$ cat config.mk
export PLATFORM = sky130hd
export DESIGN_NAME = control_sequencer
export DESIGN_NICKNAME = d
export VERILOG_FILES = /design/src/rtl/cpu_defs_pkg.sv /design/src/rtl/ctrl_decode.sv /design/src/rtl/control_sequencer.sv
export SDC_FILE = /design/constraint.sdc
export NUM_CORES = 1
export LEC_CHECK = 0
export ABC_AREA = 0
export CAP_MARGIN = 20
export CORE_UTILIZATION = 37
export CTS_BUF_LIST = sky130_fd_sc_hd__clkbuf_8
export DETAILED_ROUTE_END_ITERATION = 8
export PLACE_DENSITY = 0.89
export SYNTH_ARGS = -nofsm -noshare
export SYNTH_HDL_FRONTEND = slang
export SYNTH_HIERARCHICAL = 1
export SYNTH_SLANG_ARGS = --single-unit
export TNS_END_PERCENT = 5
$ cat constraint.sdc
create_clock -name clk -period 2.8 [get_ports clk]
set_input_delay 0.28 -clock clk [delete_from_list [all_inputs] [get_ports clk]]
set_output_delay 0.28 -clock clk [all_outputs]
set_load 0.03 [all_outputs]
$ cat src/rtl/cpu_defs_pkg.sv
// Shared definitions for the hardwired control unit: opcodes, timing states,
// instruction classes and the datapath strobe bundle.
package cpu_defs_pkg;

   localparam int OPW      = 5;
   localparam int T_STATES = 7;
   localparam int TSW      = $clog2(T_STATES);

   localparam logic [OPW-1:0] OP_ADD  = 5'b00011;
   localparam logic [OPW-1:0] OP_SUB  = 5'b00100;
   localparam logic [OPW-1:0] OP_AND  = 5'b00101;
   localparam logic [OPW-1:0] OP_OR   = 5'b00110;
   localparam logic [OPW-1:0] OP_SHR  = 5'b00111;
   localparam logic [OPW-1:0] OP_SHRA = 5'b01000;
   localparam logic [OPW-1:0] OP_SHL  = 5'b01001;
   localparam logic [OPW-1:0] OP_ROR  = 5'b01010;
   localparam logic [OPW-1:0] OP_ROL  = 5'b01011;
   localparam logic [OPW-1:0] OP_MUL  = 5'b01111;
   localparam logic [OPW-1:0] OP_DIV  = 5'b10000;
   localparam logic [OPW-1:0] OP_NEG  = 5'b10001;
   localparam logic [OPW-1:0] OP_NOT  = 5'b10010;
   localparam logic [OPW-1:0] OP_NOP  = 5'b11010;
   localparam logic [OPW-1:0] OP_HALT = 5'b11011;

   localparam logic [OPW-1:0] ALU_NONE = 5'b00000;

   typedef enum logic [3:0] {
      ST_RST, ST_T0, ST_T1, ST_T2, ST_T3, ST_T4, ST_T5, ST_T6, ST_HALT
   } state_e;

   typedef enum logic [2:0] {
      CLS_NOP, CLS_BIN, CLS_MULDIV, CLS_UNARY, CLS_HALT
   } op_class_e;

   typedef struct packed {
      logic pc_out;
      logic inc_pc;
      logic pc_in;
      logic mar_in;
      logic read;
      logic mdr_in;
      logic mdr_out;
      logic ir_in;
      logic y_in;
      logic z_in;
      logic zlow_out;
      logic zhigh_out;
      logic hi_in;
      logic lo_in;
      logic gr_a;
      logic gr_b;
      logic gr_c;
      logic r_in;
      logic r_out;
   } strobes_t;

   // Unlisted opcodes fall into CLS_NOP so they simply refetch.
   function automatic op_class_e op_class(input logic [OPW-1:0] op);
      case (op)
         OP_ADD, OP_SUB, OP_AND, OP_OR, OP_SHR,
         OP_SHRA, OP_SHL, OP_ROR, OP_ROL:    return CLS_BIN;
         OP_MUL, OP_DIV:                     return CLS_MULDIV;
         OP_NEG, OP_NOT:                     return CLS_UNARY;
         OP_HALT:                            return CLS_HALT;
         default:                            return CLS_NOP;
      endcase
   endfunction

endpackage

$ cat src/rtl/ctrl_decode.sv
// Combinational strobe decode from the current timing state, the opcode and
// the memory / ALU handshakes.
module ctrl_decode
   import cpu_defs_pkg::*;
(
   input  state_e         state,
   input  logic [OPW-1:0] opcode,
   input  logic           mem_rdy,
   input  logic           alu_done,
   output strobes_t       strb,
   output logic [OPW-1:0] alu_op,
   output logic           run,
   output logic [TSW-1:0] tstate
);

   op_class_e cls;

   always_comb begin
      strb   = '0;
      alu_op = ALU_NONE;
      run    = 1'b1;
      tstate = '0;
      cls    = op_class(opcode);
      unique case (state)
         ST_T0: begin
            tstate      = TSW'(0);
            strb.pc_out = 1'b1;
            strb.mar_in = 1'b1;
            strb.inc_pc = 1'b1;
            strb.z_in   = 1'b1;
         end
         ST_T1: begin
            // PC loads only on the ready cycle so a long wait increments it once.
            tstate        = TSW'(1);
            strb.zlow_out = 1'b1;
            strb.read     = 1'b1;
            strb.mdr_in   = 1'b1;
            strb.pc_in    = mem_rdy;
         end
         ST_T2: begin
            tstate       = TSW'(2);
            strb.mdr_out = 1'b1;
            strb.ir_in   = 1'b1;
         end
         ST_T3: begin
            tstate = TSW'(3);
            case (cls)
               CLS_BIN, CLS_MULDIV: begin
                  strb.gr_b  = 1'b1;
                  strb.r_out = 1'b1;
                  strb.y_in  = 1'b1;
               end
               CLS_UNARY: begin
                  strb.gr_b  = 1'b1;
                  strb.r_out = 1'b1;
                  strb.z_in  = 1'b1;
                  alu_op     = opcode;
               end
               default: ;
            endcase
         end
         ST_T4: begin
            tstate = TSW'(4);
            case (cls)
               CLS_BIN: begin
                  strb.gr_c  = 1'b1;
                  strb.r_out = 1'b1;
                  strb.z_in  = 1'b1;
                  alu_op     = opcode;
               end
               CLS_MULDIV: begin
                  strb.gr_c  = 1'b1;
                  strb.r_out = 1'b1;
                  strb.z_in  = alu_done;
                  alu_op     = opcode;
               end
               CLS_UNARY: begin
                  strb.zlow_out = 1'b1;
                  strb.gr_a     = 1'b1;
                  strb.r_in     = 1'b1;
               end
               default: ;
            endcase
         end
         ST_T5: begin
            tstate = TSW'(5);
            case (cls)
               CLS_BIN: begin
                  strb.zlow_out = 1'b1;
                  strb.gr_a     = 1'b1;
                  strb.r_in     = 1'b1;
               end
               CLS_MULDIV: begin
                  strb.zlow_out = 1'b1;
                  strb.lo_in    = 1'b1;
               end
               default: ;
            endcase
         end
         ST_T6: begin
            tstate = TSW'(6);
            if (cls == CLS_MULDIV) begin
               strb.zhigh_out = 1'b1;
               strb.hi_in     = 1'b1;
            end
         end
         default: run = 1'b0;
      endcase
   end

endmodule

$ cat src/rtl/control_sequencer.sv
// Hardwired control unit: timing-state register and next-state logic; all
// strobes are decoded combinationally by ctrl_decode.
module control_sequencer
   import cpu_defs_pkg::*;
(
   input  logic           clk,
   input  logic           clr,
   input  logic [31:0]    ir,
   input  logic           mem_rdy,
   input  logic           alu_done,
   output logic           PCout,
   output logic           incPC,
   output logic           PCin,
   output logic           MARin,
   output logic           Read,
   output logic           MDRin,
   output logic           MDRout,
   output logic           IRin,
   output logic           Yin,
   output logic           Zin,
   output logic           Zlowout,
   output logic           Zhighout,
   output logic           HIin,
   output logic           LOin,
   output logic           Gra,
   output logic           Grb,
   output logic           Grc,
   output logic           Rin,
   output logic           Rout,
   output logic [OPW-1:0] alu_op,
   output logic           run,
   output logic [TSW-1:0] tstate
);

   state_e         state_q, state_d;
   op_class_e      cls;
   logic [OPW-1:0] opcode;
   strobes_t       strb;
   logic           ir_unused;

   // At T2 the datapath bypasses MDR onto ir, so the branch reads the new opcode.
   assign opcode    = ir[31 -: OPW];
   assign ir_unused = ^ir[31-OPW:0];

   always_comb begin
      state_d = state_q;
      cls     = op_class(opcode);
      unique case (state_q)
         ST_RST: state_d = ST_T0;
         ST_T0:  state_d = ST_T1;
         ST_T1:  if (mem_rdy) state_d = ST_T2;
         ST_T2: begin
            case (cls)
               CLS_BIN, CLS_MULDIV, CLS_UNARY: state_d = ST_T3;
               CLS_HALT:                       state_d = ST_HALT;
               default:                        state_d = ST_T0;
            endcase
         end
         ST_T3: state_d = (cls == CLS_NOP || cls == CLS_HALT) ? ST_T0 : ST_T4;
         ST_T4: begin
            case (cls)
               CLS_BIN:    state_d = ST_T5;
               CLS_MULDIV: if (alu_done) state_d = ST_T5;
               default:    state_d = ST_T0;
            endcase
         end
         ST_T5:   state_d = (cls == CLS_MULDIV) ? ST_T6 : ST_T0;
         ST_T6:   state_d = ST_T0;
         ST_HALT: state_d = ST_HALT;
         default: state_d = ST_RST;
      endcase
   end

   always_ff @(posedge clk) begin
      if (clr) state_q <= ST_RST;
      else     state_q <= state_d;
   end

   ctrl_decode u_decode (
      .state    (state_q),
      .opcode   (opcode),
      .mem_rdy  (mem_rdy),
      .alu_done (alu_done),
      .strb     (strb),
      .alu_op   (alu_op),
      .run      (run),
      .tstate   (tstate)
   );

   assign PCout    = strb.pc_out;
   assign incPC    = strb.inc_pc;
   assign PCin     = strb.pc_in;
   assign MARin    = strb.mar_in;
   assign Read     = strb.read;
   assign MDRin    = strb.mdr_in;
   assign MDRout   = strb.mdr_out;
   assign IRin     = strb.ir_in;
   assign Yin      = strb.y_in;
   assign Zin      = strb.z_in;
   assign Zlowout  = strb.zlow_out;
   assign Zhighout = strb.zhigh_out;
   assign HIin     = strb.hi_in;
   assign LOin     = strb.lo_in;
   assign Gra      = strb.gr_a;
   assign Grb      = strb.gr_b;
   assign Grc      = strb.gr_c;
   assign Rin      = strb.r_in;
   assign Rout     = strb.r_out;

endmodule

# After elaboration in Yosys (flattened, before gate mapping)
# Memories as Yosys holds them, arrays and structs flattened.
# Cells that the tools add are included.
[totals] in_bits=36 wordCells=62 mem_bits_ro=192 register_bits=4 output_inout_bits=28 mem_count=2
[memory_table] memory="(no name shown)" depth=32 word_bits=3 read_ports=1 rd_ports_with_merged_regs=0 write_ports=0 line_no="cpu_defs_pkg.sv:59" source="case (op)"
[memory_table] memory="(no name shown)" depth=32 word_bits=3 read_ports=1 rd_ports_with_merged_regs=0 write_ports=0 line_no="cpu_defs_pkg.sv:59"
[op_classes] n_eq_ne=17 n_reduce_logical=9 mux=33
[op_table] op="$pmux 4 s8" n=1
[op_table] op="$pmux 3 s6" n=1
[op_table] op="$eq 4x3->1 const B" n=4
[op_table] op="$pmux 4 s2" n=2
[op_table] op="$eq 3x2->1 const B" n=4
[op_table] op="$mux 1" n=12
[op_table] op="$mux 2" n=5
[op_table] op="$mux 5" n=2
[op_table] op="$pmux 5 s2" n=1
[op_table] op="$eq 4x2->1 const B" n=2
[op_table] op="$mux 4" n=2
[op_table] op="$reduce_or 7->1" n=1
[op_table] op="$eq 3x1->1 const B" n=2
[op_table] op="$mux 3" n=2
[op_table] op="$pmux 1 s2" n=3
[op_table] op="$pmux 1 s3" n=2
[op_table] op="$reduce_or 3->1" n=2
[op_table] op="$eq 4x1->1 const B" n=1
[op_table] op="$eq 4x4->1 const B" n=1
[op_table] op="$logic_not 4->1" n=1
[op_table] op="$reduce_or 2->1" n=2
[op_table] op="$eq 3x3->1 const B" n=1
[op_table] op="$logic_not 3->1" n=1
[op_table] op="$ne 3x3->1 const B" n=1
[op_table] op="other kinds (3)" n=3

# Longest topological paths before layout
# An unclocked memory read counts as a cell.
[logic_depth] ltp_word=5 mapped_depth=6 depth_no_buf=6

# Hierarchy
# The synthesis kept the hierarchy.
[by_module_without_submodules] module="ctrl_decode" seq_area_each_um2=0.0 area_per_inst_um2=442.9 instances=1 cells_per_inst=65
[by_module_without_submodules] module="control_sequencer" seq_area_each_um2=80.1 area_per_inst_um2=365.4 instances=1 cells_per_inst=49

# Worst setup path before layout
# No wires, ideal clock.
[synth_path] path_kind="input to output" start="in ir[27]" end="out Grb" t_arrival_ns=2.139 stages=6 setup_slack_ns=0.381 n_path_buf=0 path_cell_list="ha_1 -> xor2_1 -> nor3_1 -> a211oi_2 -> or3_4 -> o21ai_0"
[synth_between] elab_chain_cells=5 elab_cells_between_ends=7 classes_between="eq/ne (3); mux (2); reduce/logical (1); memory (1)"
[synth_rtl] element="start, declared" line_no="control_sequencer.sv:8" source="input logic [31:0] ir,"
[synth_rtl] element="$mem_v2 32x3 (*)"
[synth_rtl] element="$eq 3x2->1 or $eq 3x1->1 (tied branches)" line_no="ctrl_decode.sv:47" source="case (cls)"
[synth_rtl] element="$reduce_or 3->1 (no source line) (*)"
[synth_rtl] element="$mux 1 (*)" line_no="ctrl_decode.sv:47"
[synth_rtl] element="$mux 1 (*)" line_no="ctrl_decode.sv:24" source="unique case (state)"
[synth_rtl] element="end, declared" line_no="control_sequencer.sv:26" source="output logic Grb,"
# Mark *: on every way between the ends. The rest lies on a longest branch, timed or not.

# Final worst setup path
[layout_path] start="in ir[27]" end="out Zin"
[layout_between] elab_chain_cells=4 elab_cells_between_ends=7 classes_between="eq/ne (3); mux (3); memory (1)"
[layout_rtl] element="$mem_v2 32x3 (*)"
[layout_rtl] element="$eq 3x2->1, or another cell as far along" line_no="ctrl_decode.sv:64" source="case (cls)"
[layout_rtl] element="$pmux 1 s2 or $mux 1 (tied branches)" line_no="ctrl_decode.sv:64, ctrl_decode.sv:47"
[layout_rtl] element="$pmux 1 s3 (*)" line_no="ctrl_decode.sv:24"
[layout_rtl] element="end, declared" line_no="control_sequencer.sv:20" source="output logic Zin,"
# Marked as above.

==> metrics.txt <==
status=finished clean; Core Region=2000 um^2; Setup CP Type=input port to output pin; initial antenna violation count=0; Final min period=2.65 ns; worst-path fanout max=4; H-tree Lvls=1; Slew @ Worst Pin=about 0.48 ns; count leader, synth=nor2_1; Internal=between 0.0002 and 0.0003 W; clock latency at the later pin of the worst-skew pair=around 0.22 ns; Netlist cell types=43; clk buf depth=2; Chip Width=between 40 and 50 um; Synth area leaders=dfxtp_1 9.9%, buf_4 6.5%, ha_1 6.2%; post-synth top area share=9.91%; top cell type by total area after synthesis=dfxtp_1; I/O Pins=64; Hold Violations, Final=0; Die ar.=roughly 2400 um^2; clock sinks=4; DRT Wirelength=2370 um; Min-Delay Path Class=flip-flop to flip-flop; FFs w/ async S/R, synth=0%; worst hold margin=0.656 ns; first-pass GRT wire length=around 3900 um; 1st-iter DRT viols=34; fmax=377 MHz; Final #Nets=192; final-layout fill cell count=approximately 170; number of remaining DRC errors=0; Syn Inst Count=about 110; Mapped Nets=between 150 and 200; Vias=984; total global routing overflow=0; Total GRT Usage=about a fifth; Layout area overhead=51.7%; Setup Total Neg Slack=0 ns; WP data arrival=2.37 ns; Psw=~0.0002 W; largest net degree at the start of global routing=13; normalized max-slew margin=between 60% and 70%; Leak=about 0.53 nW; TritonCTS clock tree=done; diode count=0; Num CTS Buffers=3; peak supply drop=about 0.00029 V; Clock Power Share=around a quarter; Vias/cell=roughly 5.6; port bufs=36; Largest regs=state_q (4); Max-Cap Viols=0; Cell Count, Final, Fillers Out=177; number of flip-flops in the largest register=4; Crit. End Element=output pin; WP data required=approximately 2.5 ns; sequential area share after synthesis=9.91%; Syn Std Cell Area=approximately 810 um^2; Final period util=a little over nine tenths; dpl cells=~170; final setup vio count=0; Power Density=a little under 400 nW/um^2; largest reg by FF count=state_q; register share of total power=16.0%; Post-synth EDFFs=0; Startpoint Class=input port; Comb pwr share=58.9%; Syn. warnings=6; vias in the first global route=between 800 and 900; most frequent cells after synthesis=12 x nor2_1, 9 x nor3_1; total power=roughly 0.00048 W; fin. max-slew vios=0; num rows=16; average size of a mapped cell=about 7.1 um^2; layout cell share with drive strength beyond 1=22.0%; floorplan die height=48.7 um; RSZ-0062 raised after global routing=no; clock transition at the registers of the reported paths=approximately 0.03 ns; average wire per standard cell=~13 um; GPL Wtd Cong=a little under 0.8; Clock Skew=0.00344 ns; TritonRoute pass-1 iters=4; Root Driver=clkbuf_8; Initial Utilization=between 40% and 50%; Routed Antenna Nets=0; register bit total from synthesis=4; Switching Fraction=between 40 and 50%; CTS Hold Buffers Added=0; post-CTS setup buffers=0; post-DP HPWL=approximately 1700 um; Top FF cell, synth=dfxtp_1
## power by group through the flow
stage | combinational [W] | sequential, W | clock, W
after global routing | 0.000300 | 0.0000791 | 0.000126
final | 0.000282 | 0.0000768 | 0.000120
after global placement | 0.000267 | 0.0000771 | 0
after floorplan | 0.000194 | 0.0000665 | 0
after CTS | 0.000276 | 0.0000764 | 0.000122
after detailed placement | 0.000274 | 0.0000772 | 0
## worst paths after layout
path | start | endpoint | slack (ns) | depth (start not counted)
max | ir[27] | Zin | 0.15 | 8
min | state_q[3] | state_q[3] | 0.66 | 2
max reg2reg | state_q[0] | state_q[1] | 1.19 | 4
min reg2reg | state_q[3] | state_q[3] | 0.66 | 2
## cell usage in the layout, fill, tap and decap left out, types with 2 or more instances in the layout
| cell | synthesis | routed |
|---|---|---|
| a21oi_1 | 6 | 6 |
| a31oi_1 | 2 | 2 |
| and2_1 | 7 | 7 |
| buf_4 | 7 | 21 |
| clkbuf_8 | 0 | 3 |
| clkdlybuf4s50_1 | 0 | 20 |
| dfxtp_1 | 4 | 4 |
| dlymetal6s2s_1 | 0 | 2 |
| ha_1 | 4 | 2 |
| inv_1 | 4 | 4 |
| nand2_1 | 6 | 6 |
| nand2b_1 | 7 | 7 |
| nand3_1 | 2 | 2 |
| nand4b_1 | 2 | 2 |
| nor2_1 | 12 | 12 |
| nor2b_1 | 3 | 3 |
| nor3_1 | 9 | 8 |
| o211ai_1 | 2 | 2 |
| o21ai_0 | 7 | 7 |
| o21bai_1 | 2 | 2 |
## logic make-up (layout without fill, tap and decap cells)
logic type	count (synthesis)	after routing	synth area share, %
adders and majority gates	4	4	6.19
buffers and inverters	15	51	10.4
DFF	4	4	9.91
AOI/OAI and AO/OA	29	29	27.4
xor gates and xnor gates	1	1	1.08
and+or+nand+nor	61	61	45.0
## cell type report
cell class | instances | area, um^2 | share of cell area (%)
tap | 27 | 33.8 | 2.76
multi-input combinational | 95 | 664 | 54.2
timing repair buffer | 44 | 392 | 31.9
clock buffer | 3 | 41.3 | 3.37
sequential | 4 | 80.1 | 6.53
inverter | 4 | 15.0 | 1.22
## per-layer routing
metal | up-vias | global-route usage, % | wire (um)
met4 | 0 | 9.31 | 58
li1 | 484 | - | -
met5 | - | 0 | 0
met1 | 451 | 21.8 | 953
met2 | 41 | 37.3 | 1260
met3 | 8 | 5.03 | 103
## critical path, cell delays in order
cell	delay [ns]
clkdlybuf4s50_1	0.59
ha_4	0.26
nor4b_4	0.13
buf_4	0.16
nand3_1	0.13
or4b_1	0.46
a21o_1	0.20
buf_4	0.16
## repair_timing
| action | in CTS | in global routing |
|---|---|---|
| pin swaps | 0 | 1 |
| endpoints found under the setup margin | 1 | 9 |
| resized for setup | 1 | 5 |
| hold endpoints to repair | 0 | 0 |
## through the flow
stage / cell area [um^2] / setup slack [ns] / util, %
after CTS: 1200 / 0.0237 / 60.0
final: 1230 / 0.146 / 61.3
after global placement: 1160 / 0.0454 / 58.0
after floorplan: 808 / 0.381 / -
after detailed placement: 1160 / -0.0364 / 58.0
after global routing: 1230 / 0.0154 / 61.3
No activity file was read; power rests on OpenSTA's default activity.
